### src/rtl/mux_stream_nto1.sv
// rtl/mux_stream_nto1.sv - N:1 registered valid/ready stream mux, fixed-select or round-robin; packet lock under MUX_PKT_LOCK_EN
module mux_stream_nto1 #(
    parameter int NUM_CH = 4,
    parameter int DATA_W = 8,
    localparam int SEL_W = ($clog2(NUM_CH) > 1) ? $clog2(NUM_CH) : 1
) (
    input  logic                     clk,
    input  logic                     rst_n,
    input  logic                     mode,
    input  logic [SEL_W-1:0]         sel,
    input  logic [NUM_CH*DATA_W-1:0] in_data,
    input  logic [NUM_CH-1:0]        in_valid,
`ifdef MUX_PKT_LOCK_EN
    input  logic [NUM_CH-1:0]        in_last,
`endif
    output logic [NUM_CH-1:0]        in_ready,
    output logic [DATA_W-1:0]        out_data,
    output logic [SEL_W-1:0]         out_ch,
    output logic                     out_valid,
`ifdef MUX_PKT_LOCK_EN
    output logic                     out_last,
`endif
    input  logic                     out_ready
);

    logic [SEL_W-1:0]  rr_ptr;
    logic              locked;
    logic [SEL_W-1:0]  lock_ch;
    logic              can_load;
    logic [NUM_CH-1:0] grant;
    logic [SEL_W-1:0]  grant_idx;
    logic [DATA_W-1:0] grant_data;
    logic              xfer;

    assign can_load = !out_valid || out_ready;

    // Grant priority: an open packet wins over both selection modes.
    always_comb begin
        int  idx;
        logic found;
        grant     = '0;
        grant_idx = '0;
        idx       = 0;
        found     = 1'b0;
        if (locked) begin
            grant[lock_ch] = 1'b1;
            grant_idx      = lock_ch;
        end else if (!mode) begin
            if (int'(sel) < NUM_CH) begin
                grant[sel] = 1'b1;
                grant_idx  = sel;
            end
        end else begin
            for (int j = 0; j < NUM_CH; j++) begin
                idx = int'(rr_ptr) + j;
                if (idx >= NUM_CH)
                    idx = idx - NUM_CH;
                if (!found && in_valid[idx]) begin
                    found      = 1'b1;
                    grant[idx] = 1'b1;
                    grant_idx  = SEL_W'(idx);
                end
            end
        end
    end

    // AND-OR select keeps the data path free of out_ready.
    always_comb begin
        grant_data = '0;
        for (int i = 0; i < NUM_CH; i++) begin
            if (grant[i])
                grant_data = grant_data | in_data[i*DATA_W +: DATA_W];
        end
    end

    assign in_ready = rst_n ? (grant & {NUM_CH{can_load}}) : '0;
    assign xfer     = |(in_valid & in_ready);

    always_ff @(posedge clk) begin
        if (!rst_n) begin
            out_valid <= 1'b0;
            out_data  <= '0;
            out_ch    <= '0;
            rr_ptr    <= '0;
        end else begin
            if (can_load) begin
                out_valid <= xfer;
                if (xfer) begin
                    out_data <= grant_data;
                    out_ch   <= grant_idx;
                end
            end
            if (xfer && mode)
                rr_ptr <= (grant_idx == SEL_W'(NUM_CH - 1)) ? '0 : grant_idx + 1'b1;
        end
    end

`ifdef MUX_PKT_LOCK_EN
    logic xfer_last;
    assign xfer_last = in_last[grant_idx];

    always_ff @(posedge clk) begin
        if (!rst_n) begin
            locked   <= 1'b0;
            lock_ch  <= '0;
            out_last <= 1'b0;
        end else if (xfer) begin
            locked   <= !xfer_last;
            lock_ch  <= grant_idx;
            out_last <= xfer_last;
        end
    end
`else
    assign locked  = 1'b0;
    assign lock_ch = '0;
`endif

endmodule
### config.mk
export PLATFORM = sky130hd
export DESIGN_NAME = mux_stream_nto1
export DESIGN_NICKNAME = d
export VERILOG_FILES = /design/src/rtl/mux_stream_nto1.sv
export SDC_FILE = /design/constraint.sdc
export NUM_CORES = 1
export LEC_CHECK = 0
export CORE_UTILIZATION = 35
export CTS_CLUSTER_DIAMETER = 120
export DETAILED_ROUTE_END_ITERATION = 6
export PLACE_DENSITY = 0.8
export SLEW_MARGIN = 20
export SYNTH_ARGS = -nofsm -noshare
export SYNTH_HDL_FRONTEND = slang
export SYNTH_SLANG_ARGS = --single-unit
### constraint.sdc
create_clock -name clk -period 2.8 [get_ports clk]
set_input_delay 0.56 -clock clk [delete_from_list [all_inputs] [get_ports clk]]
set_output_delay 0.56 -clock clk [all_outputs]
set_load 0.02 [all_outputs]
* Word level (Yosys, flattened, before mapping)
Index checks and enable logic that the tools add are counted.
** Storage, ports and cells
- Register bits :: 13
- Bits of input ports :: 42
- Word-level logic and storage cells :: 106
** Cells by class
- Add/subtract/negate cells :: 8
- Order comparisons :: 14
- Equal/unequal tests :: 1
- Multiplexer cells :: 55
- Bitwise gates (word level) :: 8
- Reduce and logical (&&, ||, !) cells :: 16
** Operators by type and width (number)
- two-way mux 32 bit :: 8
- >= comparator 32 x 1 -> 1 bit, second input constant :: 4
- < comparator 32 x 4 -> 1 bit, second input constant :: 4
- two-way mux 4 bit :: 9
- two-way mux 8 bit :: 4
- OR 8 bit :: 3
- two-way mux 1 bit :: 19
- two-way mux 2 bit :: 6
- OR 4 bit :: 3
- subtractor 3 x 3 -> 4 bit, second input constant :: 3
- demux 1 bit (select 2 bit) :: 5
- >= comparator 3 bit, second input constant :: 3
- logical AND 1 bit :: 9
- AND 4 bit :: 2
- binary-select mux 1 bit (select 2 bit) :: 4
- adder 2 x 2 -> 3 bit, second input constant :: 2
- logical NOT 1 bit :: 4
- OR reduction 4 bit :: 1
- subtractor 2 x 3 -> 4 bit, second input constant :: 1
- adder 2 x 1 -> 3 bit, second input constant :: 1
- >= comparator 2 x 3 -> 1 bit, second input constant :: 1
- < comparator 2 x 3 -> 1 bit, second input constant :: 1
- adder 2 x 1 -> 2 bit, second input constant :: 1
- equality test 2 bit, second input constant :: 1
- other kinds (3) :: 3

* Logic depth before layout (Yosys ltp)
Gate-level depths: netlist of run 1.
- Depth after elaboration :: 27
- Depth in mapped cells :: 12

* Worst setup path after synthesis of run 1
OpenSTA, ideal clock, no wires.
- Path type :: reg-to-output
- From :: register rr_ptr[0]
- To :: output port in_ready[2]
- Data arrival time :: 2396 ps
- Data required time :: 2240 ps
- Setup slack :: -156 ps
- Stages on the path, launching flop included :: 11
- Path through :: dfxtp_1 -> buf_6 -> inv_1 -> ha_1 -> buf_2 -> nor4b_1 -> a32oi_1 -> a21oi_1 -> o31a_1 -> clkbuf_1 -> and2_1
** On the way
- Longest elaborated chain between the ends :: 22
- Elaborated cells on any way between the ends :: 76
** Ends and longest elaborated chain
- from (decl) :: RTL line 26 : logic [SEL_W-1:0] rr_ptr;
- from (signal assigned) :: RTL line 94 : rr_ptr <= (grant_idx == SEL_W'(NUM_CH - 1)) ? '0 : grant_idx + 1'b1;
- branches (longest 18 deep; another with >= comparator 32 x 1 -> 1 bit)
- two-way mux 4 bit (*) :: RTL line 58 : if (!found && in_valid[idx]) begin
- two-way mux 4 bit (*) :: RTL line 48 : end else if (!mode) begin
- AND 4 bit (*) :: RTL line 76 : assign in_ready = rst_n ? (grant & {NUM_CH{can_load}}) : '0;
- two-way mux 4 bit (*) :: RTL line 76
- to (decl) :: RTL line 16 : output logic [NUM_CH-1:0] in_ready,
Every way passes the cells marked *. The select of a mux whose other input is x is not followed.

* Final worst setup path of run 1
- From :: register rr_ptr[0]
- To :: register out_data[0]
** On the way
- Longest elaborated chain between the ends :: 27
- Elaborated cells on any way between the ends :: 86
** Ends and longest elaborated chain
- branches (longest 18 deep; another with >= comparator 32 x 1 -> 1 bit)
- two-way mux 4 bit (*) :: RTL line 58
- two-way mux 4 bit (*) :: RTL line 48
- two-way mux 8 bit :: RTL line 71 : if (grant[i])
- OR 8 bit :: RTL line 72 : grant_data = grant_data | in_data[i*DATA_W +: DATA_W];
- two-way mux 8 bit :: RTL line 71
- OR 8 bit :: RTL line 72
- two-way mux 8 bit :: RTL line 71
- OR 8 bit :: RTL line 72
- two-way mux 8 bit :: RTL line 71
- to (signal assigned) :: RTL line 89 : out_data <= grant_data;
- to (decl) :: RTL line 17 : output logic [DATA_W-1:0] out_data,
Marked as above.
A chain may end at the register's enable or synchronous reset.

==> reports/qor.yml, run 1 <==
run_status:
  status: "complete, but fails checks"
  violations: "setup timing"
clock_network:
  clk_latency_ps: 250
  postCtsHoldBufs: 0
  clk_pin_slew_ps: 60
  cts_tree: "yes"
  root_buffer: "clkbuf_8"
  clkSinkCount: 13
  numCtsBuffers: 3
  clk_path_buf_depth: 2
  h-tree-depth: 1
route:
  dr_total_vias: 1932
  ant_nets: 0
  drc: 0
  avgRoutedWirePerCell_um: 17.8
  dr.pass1.iters: 5
  routed_wl_um: 5900
  drt_iter0_markers: 186
  vias_per_cell: 5.82
cells_and_area:
  nFillCells: 287
  seq_area_um2: 263
  final_nets: 331
  drive_above_1_share_pct: 41.2
  multi_input_area_um2: 1220
  final_cells: 332
  synthToLayoutAreaGrowth_pct: 86.9
  num_antenna_cells: 0
floorplanning:
  io-pin-count: 57
  die_area_um2: 4360
  die_h_um: 66.0
  row_count: 22
  die_w_um: 66.0
  start_util_pct: 37.8
  core_area_um2: 3800
logic_synthesis:
  ys.flop_type: "dfxtp_1"
  synth-compound-area-share_pct: 40.8
  yosys.cell_count.top_type: "a22oi_1"
  avgSynthCellArea_um2: 8.15
  synthAdderAreaFrac_pct: 3.49
  synth_top_family_by_area: "compound AO/OA/AOI/OAI gates"
  synthSimpleGateAreaFrac_pct: 20.7
  synth-xor-area-share_pct: 0.610
  syn_nets: 222
  synthTopCellsByCount: "a22oi_1 (16), dfxtp_1 (13), nor3_1 (13)"
  synth.distinct_cells: 50
  synth_edf_count: 0
  synthTopCellsByArea: "dfxtp_1 (18%), a22oi_1 (8.4%), a311oi_2 (8.4%)"
  synth_top_area_share_pct: 18.1
  netlist_area_um2: 1440
  ys_async_sr_fraction_pct: 0
  ys_ff_latch: 13
  synthMuxAreaShare_pct: 7.59
  yosysWarningCount: 0
  synth_area_leader_cell: "dfxtp_1"
  ys_seq_area_share_pct: 18.1
  synthCells: 176
place:
  place_ws_ps: -902
  hpwl_um: 3990
  gp_congestion: 0.944
  portBuffers: 56
  dp_cells: 314
global_route:
  grt_max_degree: 12
  grt_pass1_wl_um: 8200
  grt_overflow: 0
  grt.total_usage_pct: 24.9
  antenna_found_initial: 0
  grt_pass1_vias: 1699
worst_hold_path:
  min_path_type: "register to register"
timing:
  timing.final.crit_period_ps: 2920
  slew_headroom_pct: 64.9
  finalWorstSetupSlack_ps: -119
  drv_slew: 0
  rsz0062_at_grt: "yes"
  setup_tns_ps: -661
  fin_skew_ps: 5.28
  clock.fmax_mhz: 343
  finalCritPeriodShare_pct: 104
  hold_viol_final: 0
  worst_pin_slew_ps: 527
  setup_viol: 12
setup_path:
  worst_ep_required_time_ps: 2910
  cp.arrival_ps: 3030
  path_max_fanout: 6
  r2r_setup_slack_ps: -120
  start_kind: "register"
  crit_type: "register to register"
  endpoint_kind: "register"
power:
  irDropWorstVdd_mv: 0.316
  p_per_area_nw_per_um2: 658
  leakage_nw: 1.06
job:
  cap_violations: 0
[where the power goes]
group / total [mW] / switching [mW] / internal (mW) / leakage, nW
Sequential: 0.252 / 0.0225 / 0.229 / 0.108
Clock: 0.174 / 0.0755 / 0.0986 / 0.0255
Combinational: 1.34 / 0.651 / 0.689 / 0.926
Total: 1.77 / 0.749 / 1.02 / 1.06
[layout make-up]
type	count	area share [%]
clock buffer	3	1.54
clock inverter	1	0.187
inverter	11	1.54
multi-input combinational	137	45.6
sequential	13	9.79
tap	48	2.24
timing repair buffer	119	39.1
[path summary, 6_finish.rpt]
check | startpoint | to | cells after the start
hold reg to reg | out_valid | out_valid | 2
hold / removal | out_valid | out_valid | 2
setup / recovery | rr_ptr[0] | out_data[0] | 13
setup reg to reg | rr_ptr[0] | out_data[0] | 13
[through the flow]
step	hold slack, ps	total power, mW	util (%)	instance area (µm²)
floorplan	583	0.863	-	1470
global placement	522	1.26	62.3	2370
detailed placement	522	1.27	62.3	2370
CTS	542	1.65	68.1	2590
global route	569	1.85	70.6	2680
finish	529	1.77	70.6	2680
[layer usage]
layer | routed length, µm | up-vias | GRT usage, % | share of wire, %
met4 | 182 | 0 | 5.05 | 3.1
li1 | - | 895 | - | -
met5 | 0 | - | 0 | 0
met3 | 343 | 24 | 3.97 | 5.8
met1 | 2440 | 926 | 32.4 | 41
met2 | 2940 | 87 | 43.0 | 50
[placed cells by master, fill, tap and decap left out, types with 3 or more instances in the layout]
cell type and count:
a211oi_1 3, nand2_1 10, or3b_1 3, nor2_1 8, a21o_1 3, clkdlybuf4s50_1 48
dfxtp_1 11, inv_1 9, buf_6 12, and2_4 3, o21ai_0 5, a21oi_1 8
a22oi_1 16, a21oi_2 3, buf_2 4, ha_1 3, mux4_2 3, nor3_1 11
clkbuf_8 3, nand2b_1 5, mux2i_1 3, buf_4 55, a311oi_2 8
[kinds of logic (layout without fill, tap and decap cells)]
kind of cell / Yosys count / in the layout
mux: 7 / 7
simple gates: 55 / 55
buf+inv: 26 / 134
fa+ha+maj: 4 / 4
flops: 13 / 13
xor+xnor: 1 / 1
compound gates: 70 / 70
[worst max-delay path, cell delays in order (launching register included)]
cell	delay (ps)
dfxtp_2	340
inv_2	60
ha_4	260
buf_6	140
and3b_1	170
o211ai_2	270
buf_4	180
a21oi_2	50
o31a_1	320
buf_6	140
a32o_2	310
buf_4	160
nor3_1	310
a311oi_2	100
[state kept, by name, indices dropped and copies added, names as in the netlist]
name	cells
out_ch	2
out_data	8
out_valid	1
rr_ptr	2
[timing repair]
| action | in CTS | in global routing |
|---|---|---|
| buffers inserted | 10 | 4 |
| setup endpoints to repair | 17 | 17 |
| pin swaps | 10 | 15 |
| gates resized for setup | 59 | 18 |
| cloned | 0 | 0 |
Power figures use the tool's default switching activity.
==> inputs of run 2 (changes only) <==
SKIP_CTS_REPAIR_TIMING = 1   (was unset)
==> run 2 against run 1 <==
  * The flow still finishes with violations (setup timing)
  * Sequential power barely moved
  * Final cell count fell by 1.8%
  * Register-to-register slack improved by 140 ps
  * Clock skew rose by 0.70 ps
  * Clock power barely moved
  * Global-route usage fell by 2.3 points
  * Largest cell class unchanged
  * Cell area fell by 2.8%
==> reports/qor.yml, run 2 (synthesis gave the netlist of run 1 again) <==
run_status:
  status: "complete, but fails checks"
  violations: "setup timing"
floorplanning:
  die_h_um: 66.0
  core_area_um2: 3800
  start_util_pct: 37.8
  die_area_um2: 4360
  row_count: 22
  io-pin-count: 57
  die_w_um: 66.0
clock_network:
  root_buffer: "clkbuf_8"
  clk_latency_ps: 250
  clkSinkCount: 13
  clk_path_buf_depth: 2
  cts_tree: "yes"
  clk_pin_slew_ps: 60
  numCtsBuffers: 3
  h-tree-depth: 1
setup_path:
  worst_ep_required_time_ps: 2240
  r2r_setup_slack_ps: 20
  start_kind: "register"
  endpoint_kind: "primary output"
  rr_endpoint: "out_data[1]"
  rr_startpoint: "rr_ptr[1]"
  crit_type: "register to primary output"
  path_max_fanout: 5
  cp.arrival_ps: 2290
  r2r_cells: 12
cells_and_area:
  largest_register_ffs: 8
  final_cells: 326
  layout_common_cells: "buf_4 (53), clkdlybuf4s50_1 (48), a22oi_1 (16)"
  final_common_cell: "buf_4"
  synthToLayoutAreaGrowth_pct: 81.7
  final_nets: 325
  drive_above_1_share_pct: 38.8
  reg_top3: "out_data (8), out_ch (2), rr_ptr (2)"
  num_antenna_cells: 0
  finalInstanceArea_um2: 2610
  regMostFlops: "out_data"
power:
  internal-power_mw: 0.975
  switching_power_mw: 0.708
  p_per_area_nw_per_um2: 646
  clkPwrFrac_pct: 10.4
  leakage_nw: 1.03
  swShare_pct: 42.1
  seq_power_share_pct: 15.0
  power_frac_comb_pct: 74.6
  irDropWorstVdd_mv: 0.329
global_route:
  grt_pass1_vias: 1567
  grt.total_usage_pct: 22.7
  grt_overflow: 0
  grt_pass1_wl_um: 7450
  antenna_found_initial: 0
  grt_max_degree: 12
worst_hold_path:
  hold_path_depth: 2
  min_path_type: "register to register"
  hold_path_end: "out_valid"
  worstHoldStart: "out_valid"
timing:
  hold_ws_ps: 530
  drv_slew: 0
  rsz0062_at_grt: "yes"
  finalWorstSetupSlack_ps: -53.0
  finalCritPeriodShare_pct: 102
  worst_pin_slew_ps: 515
  setup_viol: 3
  slew_headroom_pct: 65.7
  clock.fmax_mhz: 351
  timing.final.crit_period_ps: 2850
  fin_skew_ps: 5.98
  hold_viol_final: 0
route:
  drc: 0
  drt_iter0_markers: 113
  dr.pass1.iters: 4
  dr_total_vias: 1835
  routed_wl_um: 5390
  ant_nets: 0
  avgRoutedWirePerCell_um: 16.5
  vias_per_cell: 5.63
place:
  dp_cells: 314
  dpl_cell_area_um2: 2370
  place_ws_ps: -902
  gp_congestion: 0.944
  hpwl_um: 3990
  portBuffers: 56
job:
  cap_violations: 0
run 2: cell count changes in the layout (fill, tap and decap cells not counted), sizes merged:
cell,delta
buf,-9
clkbuf,+2
dlymetal6s2s,+1
run 2: worst max-delay path, stage by stage (launching register included):
cell	delay [ps]
dfxtp_2	340
inv_2	50
ha_4	300
mux4_2	370
buf_6	160
nand2b_4	80
o32ai_4	90
o32a_1	320
and2_2	200
buf_6	130
run 2: how the worst max path moves through the flow:
stage                start          end  slack [ps]  depth (start not counted)
2_1_floorplan    rr_ptr[1]  in_ready[1]          10                         10
3_3_place_gp   in_valid[1]  in_ready[0]        -950                          8
3_5_place_dp   in_valid[1]  in_ready[0]        -900                          8
4_1_cts        in_valid[1]  in_ready[0]        -900                          8
5_1_grt          rr_ptr[0]  in_ready[2]        -110                          7
6_report         rr_ptr[0]  in_ready[1]         -50                          9
run 2: layer usage:
layer	vias up	track usage (%)	wire, µm
met2	53	36.7	2720
li1	887	-	-
met1	885	31.1	2340
met5	-	0	0
met4	0	4.79	79
met3	10	3.97	243
run 2: power by group through the flow:
stage	clock (mW)	combinational, mW	sequential [mW]
after floorplan	0	0.570	0.293
after global placement	0	1.01	0.249
after detailed placement	0	1.02	0.251
after CTS	0.177	1.03	0.248
after global routing	0.186	1.32	0.257
final	0.175	1.26	0.253
run 2: cell type report:
class	count	area, µm²
multi-input combinational	137	1200
fill	298	1190
timing repair buffer	113	996
sequential	13	263
tap	48	60.1
clock buffer	3	41.3
inverter	11	41.3
clock inverter	1	5.00
run 2: through the flow:
stage | total power, mW | util (%) | TNS (ps)
after global routing | 1.77 | 68.6 | -993
after global placement | 1.26 | 62.3 | -11320
final | 1.68 | 68.6 | -141
after CTS | 1.45 | 63.5 | -8540
after floorplan | 0.863 | - | 0
after detailed placement | 1.27 | 62.3 | -11860
==> inputs of run 3 (changes only) <==
ABC_AREA = 1   (was unset)
PLACE_DENSITY = 0.81   (was 0.8)
==> run 3 against run 2 <==
  * Flip-flop and latch count is the same
  * Maximum frequency grew 8.9%
  * Critical endpoint is now in_ready[3]
  * Synthesized cell count grew 26%
  * Wire length shrank 22%
  * Via count shrank 3.9%
  * The run now ends clean
  * Critical path depth grew 3
  * Final cell count grew 8.0%
  * Clock power shrank 3%
  * Non-clock buffer count shrank 30
  * Die area shrank 4.1%
  * Worst setup slack gained 230 ps
  * Cell area shrank 16%
==> reports/qor.yml, run 3 <==
run_status:
  status: "completed"
setup_path:
  cp_cell_sequence: "inv_6 > ha_1 > inv_1 > nand3_1 > nand2_1 > nand2_2 > nor2_2 > nand2_1 > nand3_1 > nand2_1 > nor2_1 > clkbuf_2"
  worst_ep_required_time_ps: 2240
  endpoint_kind: "primary output"
  rr_endpoint: "out_data[6]"
  critPathSlowestCell: "dfxtp_2"
  r2r_setup_slack_ps: 450
  crit_family: "simple AND/OR/NAND/NOR gates"
  r2r_cells: 16
  cp.arrival_ps: 2060
  crit_type: "register to primary output"
  max_stage_delay_ps: 360
  path_max_fanout: 4
  cp_common_cell: "nand2_1"
  rr_startpoint: "rr_ptr[0]"
  start_kind: "register"
  critical_path_buf_inv_count: 3
logic_synthesis:
  yosys.cell_count.top_type: "nand2_1"
  netlist_area_um2: 1380
  ys_async_sr_fraction_pct: 0
  ys.flop_type: "dfxtp_1"
  synth.distinct_cells: 29
  ys_ff_latch: 13
  ys_seq_area_share_pct: 18.9
  synthCells: 221
  synthTopCellsByArea: "dfxtp_1 (19%), nand2_1 (18%), nand3_1 (12%)"
  yosysWarningCount: 0
  synth_top_area_share_pct: 18.9
  synth_edf_count: 0
  syn_nets: 267
  synthTopCellsByCount: "nand2_1 (67), nand3_1 (34), nor2_1 (20)"
  avgSynthCellArea_um2: 6.22
  synth_area_leader_cell: "dfxtp_1"
route:
  ant_nets: 0
  routed_wl_um: 4180
  drt_iter0_markers: 69
  avgRoutedWirePerCell_um: 11.9
  drc: 0
  dr.pass1.iters: 4
  dr_total_vias: 1764
  vias_per_cell: 5.01
cells_and_area:
  regMostFlops: "out_data"
  largest_register_ffs: 8
  final_nets: 351
  layout_common_cells: "nand2_1 (67), clkdlybuf4s50_1 (48), nand3_1 (34)"
  finalInstanceArea_um2: 2200
  final_common_cell: "nand2_1"
  reg_top3: "out_data (8), out_ch (2), rr_ptr (2)"
  synthToLayoutAreaGrowth_pct: 59.8
  num_antenna_cells: 0
  drive_above_1_share_pct: 22.0
floorplanning:
  die_w_um: 64.7
  die_h_um: 64.7
  start_util_pct: 37.0
  io-pin-count: 57
  core_area_um2: 3720
  row_count: 22
  die_area_um2: 4180
clock_network:
  clk_pin_slew_ps: 60
  clk_latency_ps: 250
  numCtsBuffers: 3
  clk_path_buf_depth: 2
  cts_tree: "yes"
  h-tree-depth: 1
  clkSinkCount: 13
  root_buffer: "clkbuf_8"
timing:
  finalCritPeriodShare_pct: 93.5
  fin_skew_ps: 4.75
  hold_ws_ps: 466
  hold_viol_final: 0
  setup_viol: 0
  clock.fmax_mhz: 382
  rsz0062_at_grt: "no"
  setup_tns_ps: 0
  slew_headroom_pct: 82.6
  timing.final.crit_period_ps: 2620
  drv_slew: 0
  finalWorstSetupSlack_ps: 181
  worst_pin_slew_ps: 260
global_route:
  grt.total_usage_pct: 21.3
  antenna_found_initial: 0
  grt_pass1_vias: 1680
  grt_pass1_wl_um: 7020
  grt_overflow: 0
  grt_max_degree: 14
place:
  hpwl_um: 3480
  portBuffers: 56
  place_ws_ps: -403
  dpl_cell_area_um2: 2150
  gp_congestion: 0.909
power:
  leakage_nw: 1.02
  power_frac_comb_pct: 58.6
  clkPwrFrac_pct: 17.8
  internal-power_mw: 0.557
  p_per_area_nw_per_um2: 434
  irDropWorstVdd_mv: 0.212
  switching_power_mw: 0.396
  power.total_mw: 0.954
  seq_power_share_pct: 23.6
  swShare_pct: 41.6
job:
  cap_violations: 0
worst_hold_path:
  hold_path_end: "out_data[2]"
  hold_path_depth: 2
  worstHoldStart: "out_data[2]"
  min_path_type: "register to register"
run 3: cell types whose count changed after synthesis, sizes merged, moves of 5 or more:
cell    delta
nand2     +72
nand3     +35
a22oi     -16
nor2      +15
nand4     +14
nor3      -13
inv       +10
a311oi     -8
buf        -6
nand2b     -6
and2       -5
clkbuf     -5
run 3: cells by family after synthesis:
family                   Yosys count  synth area share [%]
AND/OR/NAND/NOR                  155                  58.4
buffers and inverters             27                  9.92
AO/OA/AOI/OAI                     22                  9.10
flip-flops                        13                  18.9
adder cells (fa/ha/maj)            4                  3.64
run 3: metal layers:
| layer | up-vias | track usage (%) | routed length [µm] |
|---|---|---|---|
| met5 | - | 0 | 0 |
| met3 | 5 | 6.16 | 323 |
| li1 | 891 | - | - |
| met2 | 62 | 40.1 | 2120 |
| met4 | 0 | 4.72 | 25 |
| met1 | 806 | 23.1 | 1710 |
run 3: power by group through the flow:
stage,registers (mW),clock network [mW],logic (mW)
after global placement,0.227,0,0.553
after global routing,0.228,0.182,0.614
after detailed placement,0.228,0,0.560
after CTS,0.224,0.174,0.563
after floorplan,0.255,0,0.311
final,0.225,0.170,0.559
run 3: layout make-up:
cell class              instances  area [µm²]
multi-input cells             181         983
clock inverters                 1        5.00
inverters                      23        92.6
well taps                      48        60.1
fillers                       358        1520
clock buffers                   3        41.3
repair buffers                 83         753
flip-flops and latches         13         262
run 3: how the worst max path moves through the flow:
stage,startpoint,end,slack [ps],depth (start not counted)
2_1_floorplan,rr_ptr[1],in_ready[2],320,11
6_report,rr_ptr[0],in_ready[3],180,12
3_5_place_dp,in_valid[3],in_ready[2],-400,13
5_1_grt,rr_ptr[0],in_ready[3],30,12
3_3_place_gp,in_valid[1],in_ready[3],-350,13
4_1_cts,in_valid[3],in_ready[2],-400,13
run 3: tightest hold or removal path, stage by stage, from the launching register on:
cell and delay (ps):
dfxtp_1 310, nand2_1 60, a21oi_1 50
run 3: stage by stage:
stage	std cells	util (%)
CTS	352	59.2
detailed placement	348	58.0
floorplan	221	-
global placement	348	58.0
global route	352	59.1
finish	352	59.1
==> edit 1 (settings of run 2) <==
Add a define of `MUX_PKT_LOCK_EN`.
--- a/src/rtl/mux_stream_nto1.sv
+++ b/src/rtl/mux_stream_nto1.sv
@@ -1,4 +1,6 @@
 // rtl/mux_stream_nto1.sv - N:1 registered valid/ready stream mux, fixed-select or round-robin; packet lock under MUX_PKT_LOCK_EN
+`define MUX_PKT_LOCK_EN
+
 module mux_stream_nto1 #(
     parameter int NUM_CH = 4,
     parameter int DATA_W = 8,
Interface: changed (added in_last and out_last); port bits go from 57 to 62. The function was not compared with the original's and may differ.
==> edit 1 against run 2 <==
The flow still finishes with violations (setup timing). Combinational power up 94%. Global-route usage down 1.5 points. Sequential cell count up 4. Count of clock-buffer cells in the layout unchanged. Synthesized cell count up 5.1%. Total power up 83%. Clock power up 9.7%. Synthesized area up 9.6%. First-iteration DRC count up 65%. Non-clock buffer count down 1. Design area up 11%. Register-to-register slack worse by 280 ps. Wire length up 7.2%. Worst setup slack worse by 210 ps. Highest routed layer unchanged.
==> edit 1: results (changes against run 2) <==
| Metric | Value |
|---|---|
| HPWL after detailed placement | `3810 um (-4.6%)` |
| Largest cells by area after synthesis | `sky130_fd_sc_hd__dfxtp_1, sky130_fd_sc_hd__mux4_2, sky130_fd_sc_hd__a222oi_1` |
| Arrival time reported for the critical path endpoint | `2510 ps (+220 ps)` |
| Area of the multi-input gates | `1290 um2 (+7.3%)` |
| Complex-gate fraction of the synthesized area | `38.8% (-2.0 points)` |
| XOR/XNOR share of the synthesized area | `0.557% (-0.053 points)` |
| Largest vdd supply drop | `0.599 mV (+82%)` |
| Reg2Reg Depth | `15 (+3)` |
| Net count after synthesis | `235 (+5.9%)` |
| Placer Congestion | `0.863 (-8.6%)` |
| Slew headroom | `62.3% (-3.4 points)` |
| Final setup violation count | `21 (+18)` |
| Terminus of the critical flop-to-flop path | `lock_ch[1]$_SDFFE_PN0N_` |
| Final routed wire length divided by cell count | `16.9 um (+2.5%)` |
| R2r setup slk | `-260 ps (-280 ps)` |
| Detailed Routing Iterations Pass 1 | `6 (+2)` |
| Destination of the critical timing path | `in_ready[0]` |
| Worst min-delay path startpoint | `out_ch[0]$_SDFFE_PN0P_` |
| Number of DRC markers after the initial detailed-route iteration | `186 (+65%)` |
| Result of the run | `finished with violations` |
| Standard cell area after detailed placement | `2540 um2 (+7.3%)` |
| Static power due to leakage | `1.12 nW (+8.5%)` |
| Most used standard cells in the synthesized netlist | `sky130_fd_sc_hd__nand2_1, sky130_fd_sc_hd__dfxtp_1, sky130_fd_sc_hd__inv_1` |
| Share of layout cells above drive strength 1 | `36.7% (-2.2 points)` |
| Fill cells | `337 (+13%)` |
| Vias in the first global route | `1757 (+12%)` |
| Cell area after technology mapping | `1570 um2 (+9.6%)` |
| GRT Total Usage | `21.1% (-1.5 points)` |
| Largest net degree at the start of global routing | `28 (+16)` |
| Worst slack, placed | `-849 ps (+52.5 ps)` |
| Adder-cell share of the synthesized area | `3.18% (-0.31 points)` |
| Distinct cell type count after synthesis | `55 (+10%)` |
| Fin worst setup slack | `-266 ps (-213 ps)` |
| Crit-path max FO | `5 (unchanged)` |
| Wire length of the first global-routing pass | `8250 um (+11%)` |
| Register area share after synthesis | `21.6% (+3.5 points)` |
| Dominant cell by count in the synthesized netlist | `sky130_fd_sc_hd__nand2_1` |
| Share of synthesized area spent on multiplexers | `9.71% (+2.1 points)` |
| Nets | `340 (+4.6%)` |
| Maximum clock skew at final layout | `4.28 ps (-1.69 ps)` |
| Violated checks | `setup timing` |
| Cell with the largest stage delay on the worst path | `sky130_fd_sc_hd__or3b_4` |
## edit 1: cells by family (layout without fill, tap and decap cells)
kind of cell | count (synthesis) | count (layout)
adder cells (fa/ha/maj) | 4 | 4
XOR/XNOR | 1 | 1
flip-flops | 17 | 17
multiplexers | 10 | 10
AND/OR/NAND/NOR | 53 | 53
buffers and inverters | 22 | 126
AO/OA/AOI/OAI | 78 | 78
## edit 1: layout make-up
type | count | area share [%]
clock inverters | 1 | 0.174
flip-flops and latches | 17 | 12.0
repair buffers | 112 | 38.1
well taps | 52 | 2.26
multi-input cells | 146 | 44.7
inverters | 10 | 1.39
clock buffers | 3 | 1.43
## edit 1: layer usage
layer	wire length, um	GRT usage (%)	share of wire (%)
met1	2480	26.9	43
met5	0	0	0
met4	57	4.08	0.99
met2	3010	37.3	52
met3	226	3.65	3.9
## edit 1: worst min-delay path by stage
stage | to | slack, ps | cells past startpoint
final | out_ch[0]$_SDFFE_PN0P_ | 490 | 1
after CTS | out_ch[0]$_SDFFE_PN0P_ | 490 | 1
after global routing | out_ch[0]$_SDFFE_PN0P_ | 500 | 1
after floorplan | rr_ptr[1]$_SDFFE_PN0P_ | 490 | 2
after detailed placement | out_ch[0]$_SDFFE_PN0P_ | 470 | 1
after global placement | out_ch[0]$_SDFFE_PN0P_ | 450 | 1
## edit 1: per-stage QoR
stage	setup TNS, ps	instances
2_1_floorplan	-626	185
3_3_place_gp	-13950	326
3_5_place_dp	-14470	326
4_1_cts	-10040	330
5_1_grt	-6280	341
6_report	-4230	341
## edit 1: power breakdown
part	switching (W)	leakage, nW	internal (W)
Clock	0.0000928	0.0255	0.0000990
Sequential	0.0000909	0.141	0.000350
Combinational	0.00117	0.955	0.00128
Total	0.00135	1.12	0.00173
## edit 1: critical path: cells and delay by family, from the launching register on
kind                       cells  cell delay (ps)
buffers and inverters          6              680
and+or+nand+nor                2              560
DFF                            1              340
AOI/OAI and AO/OA              3              420
adders and majority gates      1              240
==> edit 2 (settings of run 2) <==
Without the edit above. Register the input `mode` before use, without a reset. The logic sees it one clock later. The other inputs are not delayed to match.
--- a/src/rtl/mux_stream_nto1.sv
+++ b/src/rtl/mux_stream_nto1.sv
@@ -23,6 +23,12 @@
     input  logic                     out_ready
 );
 
+    logic mode_q;
+
+    always_ff @(posedge clk) begin
+        mode_q <= mode;
+    end
+
     logic [SEL_W-1:0]  rr_ptr;
     logic              locked;
     logic [SEL_W-1:0]  lock_ch;
@@ -45,7 +51,7 @@
         if (locked) begin
             grant[lock_ch] = 1'b1;
             grant_idx      = lock_ch;
-        end else if (!mode) begin
+        end else if (!mode_q) begin
             if (int'(sel) < NUM_CH) begin
                 grant[sel] = 1'b1;
                 grant_idx  = sel;
@@ -90,7 +96,7 @@
                     out_ch   <= grant_idx;
                 end
             end
-            if (xfer && mode)
+            if (xfer && mode_q)
                 rr_ptr <= (grant_idx == SEL_W'(NUM_CH - 1)) ? '0 : grant_idx + 1'b1;
         end
     end
Formal check against the unedited RTL: not equivalent (Yosys sat finds a counterexample within 4 cycles, from zero or initial values and one cycle with rst_n low).
==> edit 2 against run 2 <==
The flow still finishes with violations (setup timing). Sequential cell count up 1. Via count increased by 2.2%. Worst setup slack worse by 37 ps. First-iteration DRC count increased by 29%. Design area fell by 1.0%. Utilization down 8.9 points. Wire length shrank 3.5%. Non-clock buffer count is 16 lower. Synthesized area is 9.7% higher. Clock power is 16% higher. Worst hold slack lost 70 ps. Critical path depth increased by 1. Global-route usage decreased by 0.76 points. Total power is 17% lower.
==> edit 2: results (changes against run 2) <==
| Metric | Value |
|---|---|
| Result of the run | `finished with violations` |
| Violated checks | `setup timing` |
| Largest vdd supply drop | `0.239 mV (-27%)` |
| Wire length of the first global-routing pass | `8650 um (+16%)` |
| Cell with the largest stage delay on the worst path | `sky130_fd_sc_hd__mux4_2` |
| CP delay by family, top | `buffers and inverters` |
| Distinct cell type count after synthesis | `44 (-12%)` |
| Number of DRC markers after the initial detailed-route iteration | `146 (+29%)` |
| Fill cells | `370 (+24%)` |
| GRT Total Usage | `21.9% (-0.76 points)` |
| XOR/XNOR share of the synthesized area | `0.556% (-0.054 points)` |
| Vias in the first global route | `1910 (+22%)` |
| HPWL after detailed placement | `4020 um (+0.65%)` |
| Share of layout cells above drive strength 1 | `25.4% (-13 points)` |
| Fin worst setup slack | `-90.3 ps (-37.3 ps)` |
| Largest cells by area after synthesis | `sky130_fd_sc_hd__dfxtp_1, sky130_fd_sc_hd__mux2i_1, sky130_fd_sc_hd__nand2_1` |
| Maximum clock skew at final layout | `4.59 ps (-1.39 ps)` |
| Clock root buffer | `sky130_fd_sc_hd__clkbuf_8` |
| Nets | `334 (+2.8%)` |
| Final setup violation count | `6 (+3)` |
| Arrival time reported for the critical path endpoint | `2330 ps (+40 ps)` |
| Register area share after synthesis | `17.8% (-0.33 points)` |
| Critical path's largest stage delay | `580 ps (+210 ps)` |
| Static power due to leakage | `1.09 nW (+5.5%)` |
| Adder-cell share of the synthesized area | `3.18% (-0.31 points)` |
| Crit-path max FO | `7 (+2)` |
| Placer Congestion | `0.905 (-4.1%)` |
| Final routed wire length divided by cell count | `15.3 um (-7.2%)` |
| Most used standard cells in the synthesized netlist | `sky130_fd_sc_hd__nand2_1, sky130_fd_sc_hd__mux2i_1, sky130_fd_sc_hd__nor2_1` |
| Register clock-pin slew on the reported worst setup and hold paths | `60 ps (about the same)` |
| Post-DR vias/cell | `5.53 (-1.7%)` |
| Complex-gate fraction of the synthesized area | `25.3% (-16 points)` |
| Aggregate negative setup slack | `-402 ps (-260 ps)` |
| Net count after synthesis | `249 (+12%)` |
| Share of synthesized area spent on multiplexers | `22.3% (+15 points)` |
| Classification of the worst-slack hold path | `flip-flop to flip-flop` |
| Slew headroom | `70.4% (+4.8 points)` |
| Largest net degree at the start of global routing | `15 (+3)` |
## edit 2: changes by cell type after synthesis, moves of 4 or more
cell / before / now
sky130_fd_sc_hd__a311oi_2: 8 / 1
sky130_fd_sc_hd__nand2_1: 11 / 27
sky130_fd_sc_hd__a22oi_1: 16 / 9
sky130_fd_sc_hd__a221oi_1: 0 / 9
sky130_fd_sc_hd__nor2_1: 8 / 22
sky130_fd_sc_hd__nor3_1: 13 / 1
sky130_fd_sc_hd__mux2i_1: 3 / 23
sky130_fd_sc_hd__inv_1: 11 / 6
sky130_fd_sc_hd__and3_1: 1 / 10
sky130_fd_sc_hd__a21oi_1: 11 / 20
sky130_fd_sc_hd__and2_1: 5 / 1
## edit 2: worst paths after layout
kind | start | to | slack [ps] | cells after the start
max reg2reg | rr_ptr[1]$_SDFFE_PN0P_ | rr_ptr[1]$_SDFFE_PN0P_ | -50 | 11
max | rr_ptr[0]$_SDFFE_PN0P_ | in_ready[0] | -90 | 10
min | out_ch[1]$_SDFFE_PN0P_ | out_ch[1]$_SDFFE_PN0P_ | 460 | 2
min reg2reg | out_ch[1]$_SDFFE_PN0P_ | out_ch[1]$_SDFFE_PN0P_ | 460 | 2
## edit 2: cell families (layout without fill, tap and decap cells)
group,Yosys count,after routing
buffers and inverters,23,107
AO/OA/AOI/OAI,55,55
flip-flops,14,14
adder cells (fa/ha/maj),4,4
AND/OR/NAND/NOR,77,77
multiplexers,29,29
XOR/XNOR,1,1
## edit 2: where the power goes
group          internal [W]  switching (W)
registers          0.000247      0.0000272
clock network      0.000125      0.0000784
logic              0.000487       0.000432
total              0.000858       0.000538
## edit 2: layer usage
metal	vias up	track usage, %	share of wire (%)
li1	916	-	-
met1	866	29.2	45
met2	83	35.7	48
met3	11	3.65	6.0
met4	0	7.26	1.7
met5	-	0	0
## edit 2: metrics by stage
step / instances / power [W] / setup slack (ps) / area, um2
after global routing: 339 / 0.00148 / -212 / 2580
after CTS: 335 / 0.00134 / -871 / 2480
final: 339 / 0.00140 / -90.3 / 2580
after floorplan: 203 / 0.000778 / -132 / 1640
after global placement: 331 / 0.00112 / -791 / 2420
after detailed placement: 331 / 0.00113 / -857 / 2420
## edit 2: cell type report
class	instances	share of cell area, %
tap	52	2.52
clock buffer	4	2.13
inverter	6	0.873
multi-input combinational	166	49.0
timing repair buffer	97	34.5
sequential	14	11.0
## edit 2: worst reg2reg max path: cells and delay by family (launching register included)
kind	cells	cell delay, ps
buffers and inverters	3	420
multiplexers	2	620
flip-flops	1	340
adder cells (fa/ha/maj)	1	280
AO/OA/AOI/OAI	3	730
AND/OR/NAND/NOR	2	380
